### config.mk
export PLATFORM = sky130hd
export DESIGN_NAME = branch_resolve_unit
export DESIGN_NICKNAME = d
export VERILOG_FILES = /design/src/rtl/branch_resolve_unit_pkg.sv /design/src/rtl/branch_cond_eval.sv /design/src/rtl/branch_resolve_unit.sv
export SDC_FILE = /design/constraint.sdc
export NUM_CORES = 1
export LEC_CHECK = 0
export ABC_CLOCK_PERIOD_IN_PS = 1900
export BUFFER_PORTS_ARGS = -buffer_cell sky130_fd_sc_hd__buf_2
export CAP_MARGIN = 40
export CORE_UTILIZATION = 44
export CTS_CLUSTER_DIAMETER = 30
export DETAILED_ROUTE_END_ITERATION = 10
export HOLD_SLACK_MARGIN = 0.12
export PLACE_DENSITY_LB_ADDON = 0.2
export SLEW_MARGIN = 15
export SYNTH_ARGS = -nofsm -noshare
export SYNTH_HDL_FRONTEND = slang
export SYNTH_SLANG_ARGS = --single-unit
### constraint.sdc
create_clock -name clock -period 1.9 [get_ports clock]
set_input_delay 0.095 -clock clock [delete_from_list [all_inputs] [get_ports clock]]
set_output_delay 0.095 -clock clock [all_outputs]
set_load 0.02 [all_outputs]
### src/rtl/branch_resolve_unit_pkg.sv
// -----------------------------------------------------------------------------
// branch_resolve_unit_pkg
// Shared definitions for the decode-stage branch resolver and any later
// resolver that reuses the condition evaluator:
//   - width of the branch condition field
//   - condition code encodings (EQC_*)
//   - resolver FSM state encoding
//   - helpers telling which operands a condition actually reads
// -----------------------------------------------------------------------------
package branch_resolve_unit_pkg;

   localparam int COND_W = 4;

   typedef logic [COND_W-1:0] cond_t;

   // Codes 8..15 are undefined and evaluate as not taken.
   localparam cond_t EQC_NONE       = 4'd0;  // never taken
   localparam cond_t EQC_EQUAL      = 4'd1;  // A == B
   localparam cond_t EQC_NOT_EQUAL  = 4'd2;  // A != B
   localparam cond_t EQC_HIGH_EQUAL = 4'd3;  // A >= 0
   localparam cond_t EQC_HIGH       = 4'd4;  // A >  0
   localparam cond_t EQC_LOW_EQUAL  = 4'd5;  // A <= 0
   localparam cond_t EQC_LOW        = 4'd6;  // A <  0
   localparam cond_t EQC_J          = 4'd7;  // always taken

   typedef enum logic [1:0] {
      ST_IDLE      = 2'd0,
      ST_WAIT_OPND = 2'd1,
      ST_REDIRECT  = 2'd2
   } brs_state_e;

   // Operand A feeds every compare; J and NONE read no operand at all.
   function automatic logic cond_uses_a(input cond_t cond);
      return cond inside {EQC_EQUAL, EQC_NOT_EQUAL, EQC_HIGH_EQUAL,
                          EQC_HIGH, EQC_LOW_EQUAL, EQC_LOW};
   endfunction

   // Only the two-operand compares read operand B.
   function automatic logic cond_uses_b(input cond_t cond);
      return cond inside {EQC_EQUAL, EQC_NOT_EQUAL};
   endfunction

endpackage

### src/rtl/branch_cond_eval.sv
// -----------------------------------------------------------------------------
// branch_cond_eval
// Purely combinational branch condition evaluator.
//   op_a, op_b : selected operands (DATA_W bits, two's complement)
//   cond       : condition code (EQC_* encodings)
//   result     : 1 when the branch is taken
// -----------------------------------------------------------------------------
module branch_cond_eval
   import branch_resolve_unit_pkg::*;
#(
   parameter int DATA_W = 32
) (
   input  logic [DATA_W-1:0] op_a,
   input  logic [DATA_W-1:0] op_b,
   input  cond_t             cond,
   output logic              result
);

   logic a_neg;
   logic a_zero;

   // Sign-against-zero tests only need the MSB and a zero detect, no adder.
   assign a_neg  = op_a[DATA_W-1];
   assign a_zero = (op_a == '0);

   always_comb begin
      result = 1'b0;
      case (cond)
         EQC_EQUAL:      result = (op_a == op_b);
         EQC_NOT_EQUAL:  result = (op_a != op_b);
         EQC_HIGH_EQUAL: result = !a_neg;
         EQC_HIGH:       result = !a_neg && !a_zero;
         EQC_LOW_EQUAL:  result = a_neg || a_zero;
         EQC_LOW:        result = a_neg;
         EQC_J:          result = 1'b1;
         default:        result = 1'b0;
      endcase
   end

endmodule

### src/rtl/branch_resolve_unit.sv
// -----------------------------------------------------------------------------
// branch_resolve_unit
// Decode-stage branch resolution: operand forwarding select, condition
// evaluation, load-use stall, registered redirect to fetch (valid/ready) and
// saturating branch/taken statistics.
// Ports:
//   clock, reset (async, active low), flush (sync, highest priority)
//   id_valid/id_cond/id_rs_val/id_rt_val/id_target : branch in ID
//   fwd_sel_a/b, fwd_data, fwd_pend_a/b            : forwarding network
//   id_stall                                       : hold IF/ID this cycle
//   taken                                          : last resolved outcome
//   redirect_valid/redirect_ready/redirect_pc      : redirect to fetch
//   branch_cnt, taken_cnt                          : saturating statistics
// -----------------------------------------------------------------------------
module branch_resolve_unit
   import branch_resolve_unit_pkg::*;
#(
   parameter int DATA_W  = 32,
   parameter int NUM_FWD = 2,
   parameter int SEL_W   = 2,   // 2**SEL_W must exceed NUM_FWD
   parameter int CNT_W   = 16
) (
   input  logic                      clock,
   input  logic                      reset,
   input  logic                      flush,
   input  logic                      id_valid,
   input  logic [COND_W-1:0]         id_cond,
   input  logic [DATA_W-1:0]         id_rs_val,
   input  logic [DATA_W-1:0]         id_rt_val,
   input  logic [DATA_W-1:0]         id_target,
   input  logic [SEL_W-1:0]          fwd_sel_a,
   input  logic [SEL_W-1:0]          fwd_sel_b,
   input  logic [NUM_FWD*DATA_W-1:0] fwd_data,
   input  logic                      fwd_pend_a,
   input  logic                      fwd_pend_b,
   output logic                      id_stall,
   output logic                      taken,
   output logic                      redirect_valid,
   input  logic                      redirect_ready,
   output logic [DATA_W-1:0]         redirect_pc,
   output logic [CNT_W-1:0]          branch_cnt,
   output logic [CNT_W-1:0]          taken_cnt
);

   brs_state_e        state_q, state_d;
   logic              taken_q, taken_d;
   logic              redirect_valid_q, redirect_valid_d;
   logic [DATA_W-1:0] redirect_pc_q, redirect_pc_d;
   logic [CNT_W-1:0]  branch_cnt_q, branch_cnt_d;
   logic [CNT_W-1:0]  taken_cnt_q, taken_cnt_d;

   logic [DATA_W-1:0] opnd_a;
   logic [DATA_W-1:0] opnd_b;
   logic              cond_result;
   logic              pending;
   logic              resolve;

   // Select 0 and any select beyond NUM_FWD both read the register file.
   always_comb begin
      // NOTE: every signal written in always_comb gets a default first so no
      // path leaves it unassigned, which would infer a latch.
      opnd_a = id_rs_val;
      opnd_b = id_rt_val;
      for (int k = 1; k <= NUM_FWD; k++) begin
         if (fwd_sel_a == SEL_W'(k)) opnd_a = fwd_data[(k-1)*DATA_W +: DATA_W];
         if (fwd_sel_b == SEL_W'(k)) opnd_b = fwd_data[(k-1)*DATA_W +: DATA_W];
      end
   end

   branch_cond_eval #(
      .DATA_W (DATA_W)
   ) u_cond_eval (
      .op_a   (opnd_a),
      .op_b   (opnd_b),
      .cond   (id_cond),
      .result (cond_result)
   );

   // A pending producer only matters if the condition actually reads it.
   assign pending = (fwd_pend_a && cond_uses_a(id_cond)) ||
                    (fwd_pend_b && cond_uses_b(id_cond));

   always_comb begin
      state_d          = state_q;
      taken_d          = taken_q;
      redirect_valid_d = redirect_valid_q;
      redirect_pc_d    = redirect_pc_q;
      branch_cnt_d     = branch_cnt_q;
      taken_cnt_d      = taken_cnt_q;
      id_stall         = 1'b0;
      resolve          = 1'b0;

      if (flush) begin
         // Flush kills the ID instruction and any outstanding redirect;
         // statistics and the last outcome are left alone.
         state_d          = ST_IDLE;
         redirect_valid_d = 1'b0;
      end else begin
         unique case (state_q)
            ST_IDLE: begin
               if (id_valid) begin
                  if (pending) begin
                     state_d  = ST_WAIT_OPND;
                     id_stall = 1'b1;
                  end else begin
                     resolve = 1'b1;
                  end
               end
            end
            ST_WAIT_OPND: begin
               // Losing id_valid while waiting abandons the branch uncounted.
               if (!id_valid)    state_d  = ST_IDLE;
               else if (pending) id_stall = 1'b1;
               else              resolve  = 1'b1;
            end
            ST_REDIRECT: begin
               // A new branch waits until fetch has taken the current redirect;
               // it is evaluated from IDLE in the cycle after the handshake.
               id_stall = id_valid;
               if (redirect_ready) begin
                  redirect_valid_d = 1'b0;
                  state_d          = ST_IDLE;
               end
            end
            default: state_d = ST_IDLE;
         endcase

         if (resolve) begin
            taken_d      = cond_result;
            branch_cnt_d = (branch_cnt_q == '1) ? branch_cnt_q : branch_cnt_q + CNT_W'(1);
            if (cond_result) begin
               taken_cnt_d      = (taken_cnt_q == '1) ? taken_cnt_q : taken_cnt_q + CNT_W'(1);
               redirect_pc_d    = id_target;
               redirect_valid_d = 1'b1;
               state_d          = ST_REDIRECT;
            end else begin
               state_d = ST_IDLE;
            end
         end
      end
   end

   // NOTE: sequential state uses non-blocking assignments so every flop
   // samples the pre-edge values regardless of statement order.
   always_ff @(posedge clock or negedge reset) begin
      if (!reset) begin
         state_q          <= ST_IDLE;
         taken_q          <= 1'b0;
         redirect_valid_q <= 1'b0;
         redirect_pc_q    <= '0;
         branch_cnt_q     <= '0;
         taken_cnt_q      <= '0;
      end else begin
         state_q          <= state_d;
         taken_q          <= taken_d;
         redirect_valid_q <= redirect_valid_d;
         redirect_pc_q    <= redirect_pc_d;
         branch_cnt_q     <= branch_cnt_d;
         taken_cnt_q      <= taken_cnt_d;
      end
   end

   assign taken          = taken_q;
   assign redirect_valid = redirect_valid_q;
   assign redirect_pc    = redirect_pc_q;
   assign branch_cnt     = branch_cnt_q;
   assign taken_cnt      = taken_cnt_q;

endmodule

# After elaboration in Yosys (flattened, before gate mapping)
# Index checks and enable logic that the tools add are counted.
[word_totals]
register_bits = 68
output_inout_bits = 67
elab_cells = 75
input_bits = 175
[classes]
mux = 26
n_addsub = 2
n_eq_ne = 21
reduce_logical = 17
bitwise_logic = 3
[op_table]
columns = ["operator", "n"]
rows = [
  ["$mux W32", 4],
  ["$add A16 B1 Y16 const B", 2],
  ["$eq A16 B16 Y1 const B", 2],
  ["$eq A32 B32 Y1", 1],
  ["$logic_not A32 Y1", 1],
  ["$ne A32 B32 Y1", 1],
  ["$eq A4 B3 Y1 const B", 4],
  ["$ne A4 B4 Y1 const B", 4],
  ["$mux W2", 7],
  ["$mux W1", 12],
  ["$eq A4 B2 Y1 const B", 2],
  ["$reduce_and A4 Y1", 2],
  ["$pmux W1 S7", 1],
  ["$eq A2 B1 Y1 const B", 3],
  ["$eq A2 B2 Y1 const B", 3],
  ["$pmux W2 S3", 1],
  ["$reduce_and A3 Y1", 2],
  ["$reduce_bool A6 Y1", 1],
  ["$eq A4 B1 Y1 const B", 1],
  ["$logic_and A1 B1 Y1", 3],
  ["$not A1 Y1", 3],
  ["$logic_not A1 Y1", 2],
  ["$logic_not A2 Y1", 1],
  ["$logic_or A1 B1 Y1", 2],
  ["other kinds (4)", 4],
]

# Logic depth before layout (Yosys ltp)
# Gate-level depths: netlist (run 1).
[depth]
ltp_word = 10
mapped_depth = 13
mapped_depth_nobuf = 9

# Cells and area by module
# From an unflattened synthesis (run 1), not the netlist that was laid out.
[hier_totals]
hier_cells = 595
hier_area_um2 = 5476.5
[modules_own_cells]
columns = ["mod", "area_each_um2", "seq_area_each_um2", "cells_per_inst", "instances"]
rows = [
  ["branch_resolve_unit", 4957.3, 1701.6, 528, 1],
  ["branch_cond_eval", 519.2, 0.0, 67, 1],
]

# Worst setup path before layout (run 1)
# No wires, ideal clock.
[synth_path]
path_kind = "input to register"
startpoint = "in fwd_sel_b[0]"
endpoint = "reg redirect_pc_q[15], in the netlist redirect_pc[15]"
n_path_buf = 4
setup_time_ns = 0.128
required_ns = 1.772
slack_ns = -0.628
path_stages = 12
arrival_time_ns = 2.401
cell_sequence = "buf_4 -> buf_2 -> mux2i_1 -> mux2i_1 -> xnor2_1 -> nand4_1 -> nor4_2 -> a21oi_1 -> a211oi_2 -> buf_4 -> buf_4 -> mux2_1"
[synth_between]
elab_chain_cells = 6
elab_cells_between_ends = 8
cone_classes = "eq/ne (4); mux (3); reduce/logical (1)"
[synth_rtl]
columns = ["element", "line", "source"]
rows = [
  ["start: declaration", "branch_resolve_unit.sv:32", "input logic [SEL_W-1:0] fwd_sel_b,"],
  ["$eq A2 B1 Y1", "branch_resolve_unit.sv:66", "if (fwd_sel_b == SEL_W'(k)) opnd_b = fwd_data[(k-1)*DATA_W +: DATA_W];"],
  ["$mux W32", "branch_resolve_unit.sv:66", ""],
  ["$mux W32 (*)", "branch_resolve_unit.sv:66", ""],
  ["$ne A32 B32 Y1 or $eq A32 B32 Y1 (tied branches)", "branch_cond_eval.sv:30, branch_cond_eval.sv:29", ""],
  ["$pmux W1 S7 (*)", "branch_cond_eval.sv:28", "case (cond)"],
  ["$reduce_and A3 Y1 (no source line) (*)", "-", ""],
  ["end signal: assignment", "branch_resolve_unit.sv:157", "redirect_pc_q <= redirect_pc_d;"],
  ["end: declaration", "branch_resolve_unit.sv:48", "logic [DATA_W-1:0] redirect_pc_q, redirect_pc_d;"],
]
# Every way passes the cells marked *; elsewhere a longest branch is shown, timed or not.
# A chain may end at the register's enable or synchronous reset.

# Worst setup path after layout (run 1)
[layout_path]
startpoint = "in fwd_sel_a[0]"
endpoint = "reg taken_cnt_q[12], in the netlist taken_cnt[12]"
[layout_between]
elab_chain_cells = 8
elab_cells_between_ends = 13
cone_classes = "eq/ne (4); mux (3); reduce/logical (6)"
[layout_rtl]
columns = ["element", "line", "source"]
rows = [
  ["start: declaration", "branch_resolve_unit.sv:31", "input logic [SEL_W-1:0] fwd_sel_a,"],
  ["$eq A2 B1 Y1", "branch_resolve_unit.sv:65", "if (fwd_sel_a == SEL_W'(k)) opnd_a = fwd_data[(k-1)*DATA_W +: DATA_W];"],
  ["$mux W32", "branch_resolve_unit.sv:65", ""],
  ["$mux W32 (*)", "branch_resolve_unit.sv:65", ""],
  ["$logic_not A32 Y1", "branch_cond_eval.sv:24", "assign a_zero = (op_a == '0);"],
  ["$logic_not A1 Y1", "branch_cond_eval.sv:32", "EQC_HIGH: result = !a_neg && !a_zero;"],
  ["$logic_and A1 B1 Y1", "branch_cond_eval.sv:32", ""],
  ["$pmux W1 S7 (*)", "branch_cond_eval.sv:28", ""],
  ["$reduce_and A4 Y1 (no source line) (*)", "-", ""],
  ["end signal: assignment", "branch_resolve_unit.sv:159", "taken_cnt_q <= taken_cnt_d;"],
  ["end: declaration", "branch_resolve_unit.sv:50", "logic [CNT_W-1:0] taken_cnt_q, taken_cnt_d;"],
]
# Marked as above.

==> qor.yml, run 1 <==
viasPerCell: 5.28
maxSlewHeadroom: 0.677
switching_share: 0.353
clkTransAtPathRegs_ns: 0.06
setup-violations-final: 51
netlist_instances: 505
io_pins: 242
critical_path_depth: 15
drive_gt1_frac: 0.480
dp_hpwl_um: 12700
critPathMaxStageDelay_ns: 0.37
register_area_um2: 1710
yosysWarnings: 0
syn_area_um2: 5450
cp_cell_sequence: "buf_16, buf_12, buf_12, buf_6, mux2i_1, mux2i_1, xnor2_1, nand4_1, nor4_4, and4_4, a211oi_4, buf_12, buf_8, nor4b_4, mux2_4"
cts_tree: "done"
dr.pass1.iters: 5
yosysSeqAreaShare: 0.312
grt_first_pass_wirelength_um: 29100
ys_top_cells_by_count: "192 x mux2i_1, 68 x dfrtp_1, 43 x xnor2_1"
antenna_found_initial: 2
synthTopCellsByArea: "mux2i_1 35%, dfrtp_1 31%, xnor2_1 6.9%, mux2_1 4.8%, mux2_2 2.9%"
drt-total-wl_um: 18600
place_congestion: 0.888
slowest_stage: "nor4_4"
power_density_nw_per_um2: 727
syn-num-nets: 682
hold_depth: 4
async_flop_share: 1.00
path_common_cell: "buf_12"
p_sw_mw: 2.25
slew_violations: 0
yosysTopAreaCellShare: 0.353
max_cap_viol_count: 0
crit_type: "input port to flop"
avgRoutedWirePerCell_um: 18.1
power_mw: 6.37
grt_max_degree: 69
ant_nets: 0
synth_most_common_cell: "mux2i_1"
core_um2: 12100
cp_num_buf_inv: 6
finalCritPeriodShare: 1.36
skew_ns: 0.0119
cts_buffers: 9
setup-tns-final_ns: -30.42
ys_types: 39
drt_iter0_drc: 230
p_int_mw: 4.12
die_x_um: 113
htree_levels: 3
dieHeight_um: 113
cp.arrival_ns: 2.80
initial_utilization: 0.452
ys_seq_elements: 68
max_freq_mhz: 387
clockPowerShare: 0.287
io_buffers: 241
p_leak_nw: 4.65
critical-path-top-delay-family: "simple AND/OR/NAND/NOR gates"
yosysTopAreaCell: "mux2i_1"
cts_sinks: 68
start_kind: "input port"
final_hold_viol_count: 0
crit_required_ns: 2.11
syn2layout_area_growth_pct: 60.7
multi_input_area_um2: 3830
dp_worst_setup_slack_ns: -1.19
num_rows: 40
die_area_um2: 12800
layout.nets: 1035
vias: 5447
cp-end-kind: "flop"
fin_crit_ns: 2.58
synth_area_per_cell_um2: 10.8
fillers: 867
status: "finished, violations left"
clock-root-buffer: "clkbuf_16"
failed_checks: "negative setup slack"
ff2ff_path_depth: 10
ctsLongestPathBuffers: 2
hold_class: "input port to flop"
grt_setup_unrepaired: "yes"
grt_pass1_vias: 5868
diodes: 0
clkLatencyLatePin_ns: 0.33
seq_power_share: 0.321
synthFlopType: "dfrtp_1"
worstMarginPinSlew_ns: 0.480
cp_max_fo: 6
layout_setup_ws_ns: -0.684
comb_power_share: 0.392
drc: 0
synth_edf_count: 0
grt.overflow.total: 0
irDropWorstVdd_mv: 0.778
globalRouteTotalUtil: 0.288
stage by stage:
step	util	std cells	area [um^2]	hold WS (ns)
after global placement	0.599	942	7230	0.133
after floorplan	-	505	5540	-0.201
final	0.726	1031	8760	0.196
after detailed placement	0.599	942	7230	0.139
after CTS	0.698	1017	8420	0.180
after global routing	0.726	1031	8760	0.221
registers in the layout (all words and copies together) (netlist names):
signal,flops
redirect_valid,1
redirect_pc,32
state_q,2
taken_cnt,16
branch_cnt,16
taken,1
per-layer routing:
metal	wire (um)	track usage	vias to the layer above
met5	12	0	-
met4	450	0.104	2
met3	1090	0.0600	37
met2	9690	0.527	190
met1	7400	0.329	2669
li1	-	-	2549
worst min-delay path, cell delays in order:
cell    delay (ns)
buf_2         0.09
buf_4         0.11
or4_1         0.13
nor2_1        0.05
worst paths after layout:
path                                         from                   endpoint  slack (ns)
max                                  fwd_sel_a[0]  taken_cnt[12]$_DFFE_PN0P_       -0.68
min                                    id_cond[3]     state_q[0]$_DFFE_PN0P_        0.20
max reg2reg                state_q[1]$_DFFE_PN0P_  taken_cnt[12]$_DFFE_PN0P_       -0.37
min reg2reg                     taken$_DFFE_PN0P_          taken$_DFFE_PN0P_        0.48
max in group asynchronous                   reset  branch_cnt[7]$_DFFE_PN0P_        1.27
min in group asynchronous                   reset   taken_cnt[2]$_DFFE_PN0P_        0.30
cell families (layout without fill, tap and decap cells):
| family | count (synthesis) | count (layout) | share of synthesized area |
|---|---|---|---|
| flip-flops | 68 | 68 | 0.312 |
| AND/OR/NAND/NOR | 101 | 101 | 0.100 |
| XOR/XNOR | 58 | 58 | 0.0932 |
| AO/OA/AOI/OAI | 13 | 13 | 0.0181 |
| multiplexers | 229 | 229 | 0.429 |
| adder cells (fa/ha/maj) | 2 | 2 | 0.00459 |
| buffers and inverters | 34 | 392 | 0.0429 |
cell usage in the layout, fill, tap and decap left out, types with 4 or more instances in the layout:
cell           instances
and3_1                 4
buf_12                13
buf_16                 8
buf_2                239
buf_4                 63
buf_6                  8
clkbuf_16             11
dfrtp_1               65
dlygate4sd3_1         36
inv_1                  6
mux2_1                18
mux2_2                11
mux2_4                 8
mux2i_1              178
mux2i_2               11
nand2_1               20
nand2b_1               4
nand3_1                8
nand4_1               17
nor2_1                12
nor2_2                 5
nor2b_1                4
nor3_4                 4
nor4_1                 6
xnor2_1               41
xor2_1                15
power groups by stage:
stage | clock network (mW) | logic (mW) | registers, mW
finish | 1.83 | 2.49 | 2.04
global route | 1.92 | 2.64 | 2.09
CTS | 1.84 | 2.36 | 2.02
detailed placement | 0 | 2.18 | 2.03
global placement | 0 | 2.12 | 2.02
floorplan | 0 | 0.905 | 2.42
cell type report:
cell class                 count  share of cell area
multi-input combinational    403               0.438
timing repair buffer         370               0.304
sequential                    68               0.195
clock buffer                   9              0.0257
tap                          168              0.0240
clock inverter                 7              0.0111
inverter                       6             0.00257
what timing repair did:
item                                    in CTS  in global routing
gates cloned                                 6                  2
buffers inserted                            17                 13
endpoints found under the setup margin      51                 59
endpoints found under the hold margin      103                  0
resized for setup                           41                 42
hold buffers                                36                  0
pin swaps                                   20                 13
(Power assumes the default switching activity.)
==> inputs of run 2 (changes only) <==
--- a/config.mk
+++ b/config.mk
@@ -12,7 +12,7 @@
 export CTS_CLUSTER_DIAMETER = 30
 export DETAILED_ROUTE_END_ITERATION = 10
 export HOLD_SLACK_MARGIN = 0.12
-export PLACE_DENSITY_LB_ADDON = 0.2
+export PLACE_DENSITY_LB_ADDON = 0.1
 export SLEW_MARGIN = 15
 export SYNTH_ARGS = -nofsm -noshare
 export SYNTH_HDL_FRONTEND = slang
==> qor.yml, run 2 (synthesized netlist as in run 1, its figures left out) <==
crit_type: "input port to flop"
grt_pass1_vias: 5747
worstMarginPinSlew_ns: 0.594
cts_sinks: 68
grt_first_pass_wirelength_um: 28900
layout.nets: 1037
power_density_nw_per_um2: 725
cp-end-kind: "flop"
grt_use_met2: 0.536
cts_tree: "done"
setup-violations-final: 51
finalCritPeriodShare: 1.37
drt-total-wl_um: 18600
core_um2: 12100
cts_buffers: 9
place_congestion: 0.845
initial_utilization: 0.452
start_kind: "input port"
use_met1: 0.324
grt_setup_unrepaired: "yes"
crit_required_ns: 2.13
hold_class: "input port to flop"
final_hold_viol_count: 0
status: "finished, violations left"
fin_util: 0.744
cp.arrival_ns: 2.82
clkTransAtPathRegs_ns: 0.06
slew_violations: 0
final_common_cell: "buf_2"
grt_use_met3: 0.0728
num_rows: 40
die_area_um2: 12800
skew_ns: 0.00889
fin_crit_ns: 2.60
avgRoutedWirePerCell_um: 18.0
final_area_um2: 8980
mostFrequentLayoutCells: "238 x buf_2, 185 x mux2i_1, 65 x dfrtp_1"
dieHeight_um: 113
grt.overflow.total: 0
drive_gt1_frac: 0.503
failed_checks: "negative setup slack"
p_leak_nw: 4.83
drc: 0
cp_max_fo: 8
htree_levels: 3
io_pins: 242
grt_max_degree: 37
vias: 5449
max_freq_mhz: 385
dr.pass1.iters: 4
layout_setup_ws_ns: -0.695
dp_hpwl_um: 12600
antenna_found_initial: 2
irDropWorstVdd_mv: 0.944
globalRouteTotalUtil: 0.293
viasPerCell: 5.26
clkLatencyLatePin_ns: 0.34
ant_nets: 0
largest_reg_flops: 32
max_cap_viol_count: 0
clock-root-buffer: "clkbuf_16"
die_x_um: 113
place_area_um2: 7260
maxSlewHeadroom: 0.604
drt_iter0_drc: 283
ctsLongestPathBuffers: 2
setup-tns-final_ns: -32.04
busiest_layer: "met2"
io_buffers: 241
syn2layout_area_growth_pct: 64.7
==> run 2: stage by stage <==
| step | hold slack (ns) | std cells | setup slack (ns) | power (mW) |
|---|---|---|---|---|
| after global routing | 0.189 | 1035 | -0.803 | 6.81 |
| after floorplan | -0.201 | 505 | -0.533 | 3.33 |
| final | 0.185 | 1035 | -0.695 | 6.51 |
| after global placement | 0.113 | 944 | -1.19 | 4.13 |
| after CTS | 0.184 | 1027 | -0.595 | 6.39 |
| after detailed placement | 0.120 | 944 | -1.23 | 4.19 |
==> run 2: final cells by class <==
| type | count | area [um^2] |
|---|---|---|
| repair buffers | 372 | 2760 |
| clock buffers | 10 | 229 |
| fillers | 843 | 3080 |
| diodes | 2 | 5.00 |
| well taps | 168 | 210 |
| clock inverters | 6 | 87.6 |
| flip-flops and latches | 68 | 1710 |
| multi-input cells | 403 | 3960 |
| inverters | 6 | 22.5 |
==> run 2: layer usage <==
layer  up-vias  part of all wire
met1      2652              0.39
met5         -                 0
met4         0             0.029
met3        38             0.062
li1       2569                 -
met2       190              0.52
==> run 2: report_power, final <==
part           internal, mW  switching, mW  total (mW)
Sequential             1.78          0.274        2.05
Clock                  1.15          0.662        1.81
Combinational          1.32           1.32        2.64
Total                  4.25           2.25        6.51
==> run 2: worst max-delay path: stages <==
cell and delay, ns:
buf_16 0.13, buf_12 0.14, buf_6 0.11, mux2i_2 0.14, mux2i_2 0.24, xnor2_2 0.18, nand4_1 0.22, nor4_4 0.37
a21oi_2 0.12, a211oi_4 0.27, buf_6 0.14, buf_6 0.11, buf_16 0.11, buf_12 0.12, mux2_4 0.30
==> run 2: final timing paths <==
check | from | end | slack [ns] | depth (start not counted)
hold / removal | id_cond[3] | state_q[0]$_DFFE_PN0P_ | 0.19 | 4
setup reg to reg | state_q[1]$_DFFE_PN0P_ | taken_cnt[15]$_DFFE_PN0P_ | -0.34 | 11
min in group asynchronous | reset | redirect_pc[27]$_DFFE_PN0P_ | 0.30 | 2
max in group asynchronous | reset | branch_cnt[8]$_DFFE_PN0P_ | 0.98 | 3
hold reg to reg | branch_cnt[8]$_DFFE_PN0P_ | branch_cnt[8]$_DFFE_PN0P_ | 0.49 | 1
setup / recovery | fwd_sel_a[0] | redirect_pc[29]$_DFFE_PN0P_ | -0.70 | 15
==> run 2: timing repair <==
item / CTS / global route
pin swaps: 37 / 22
endpoints found under the setup margin: 59 / 64
hold buffers: 36 / 0
endpoints found under the hold margin: 56 / 0
setup buffers: 27 / 9
resized for setup: 107 / 34
gates cloned: 5 / 0
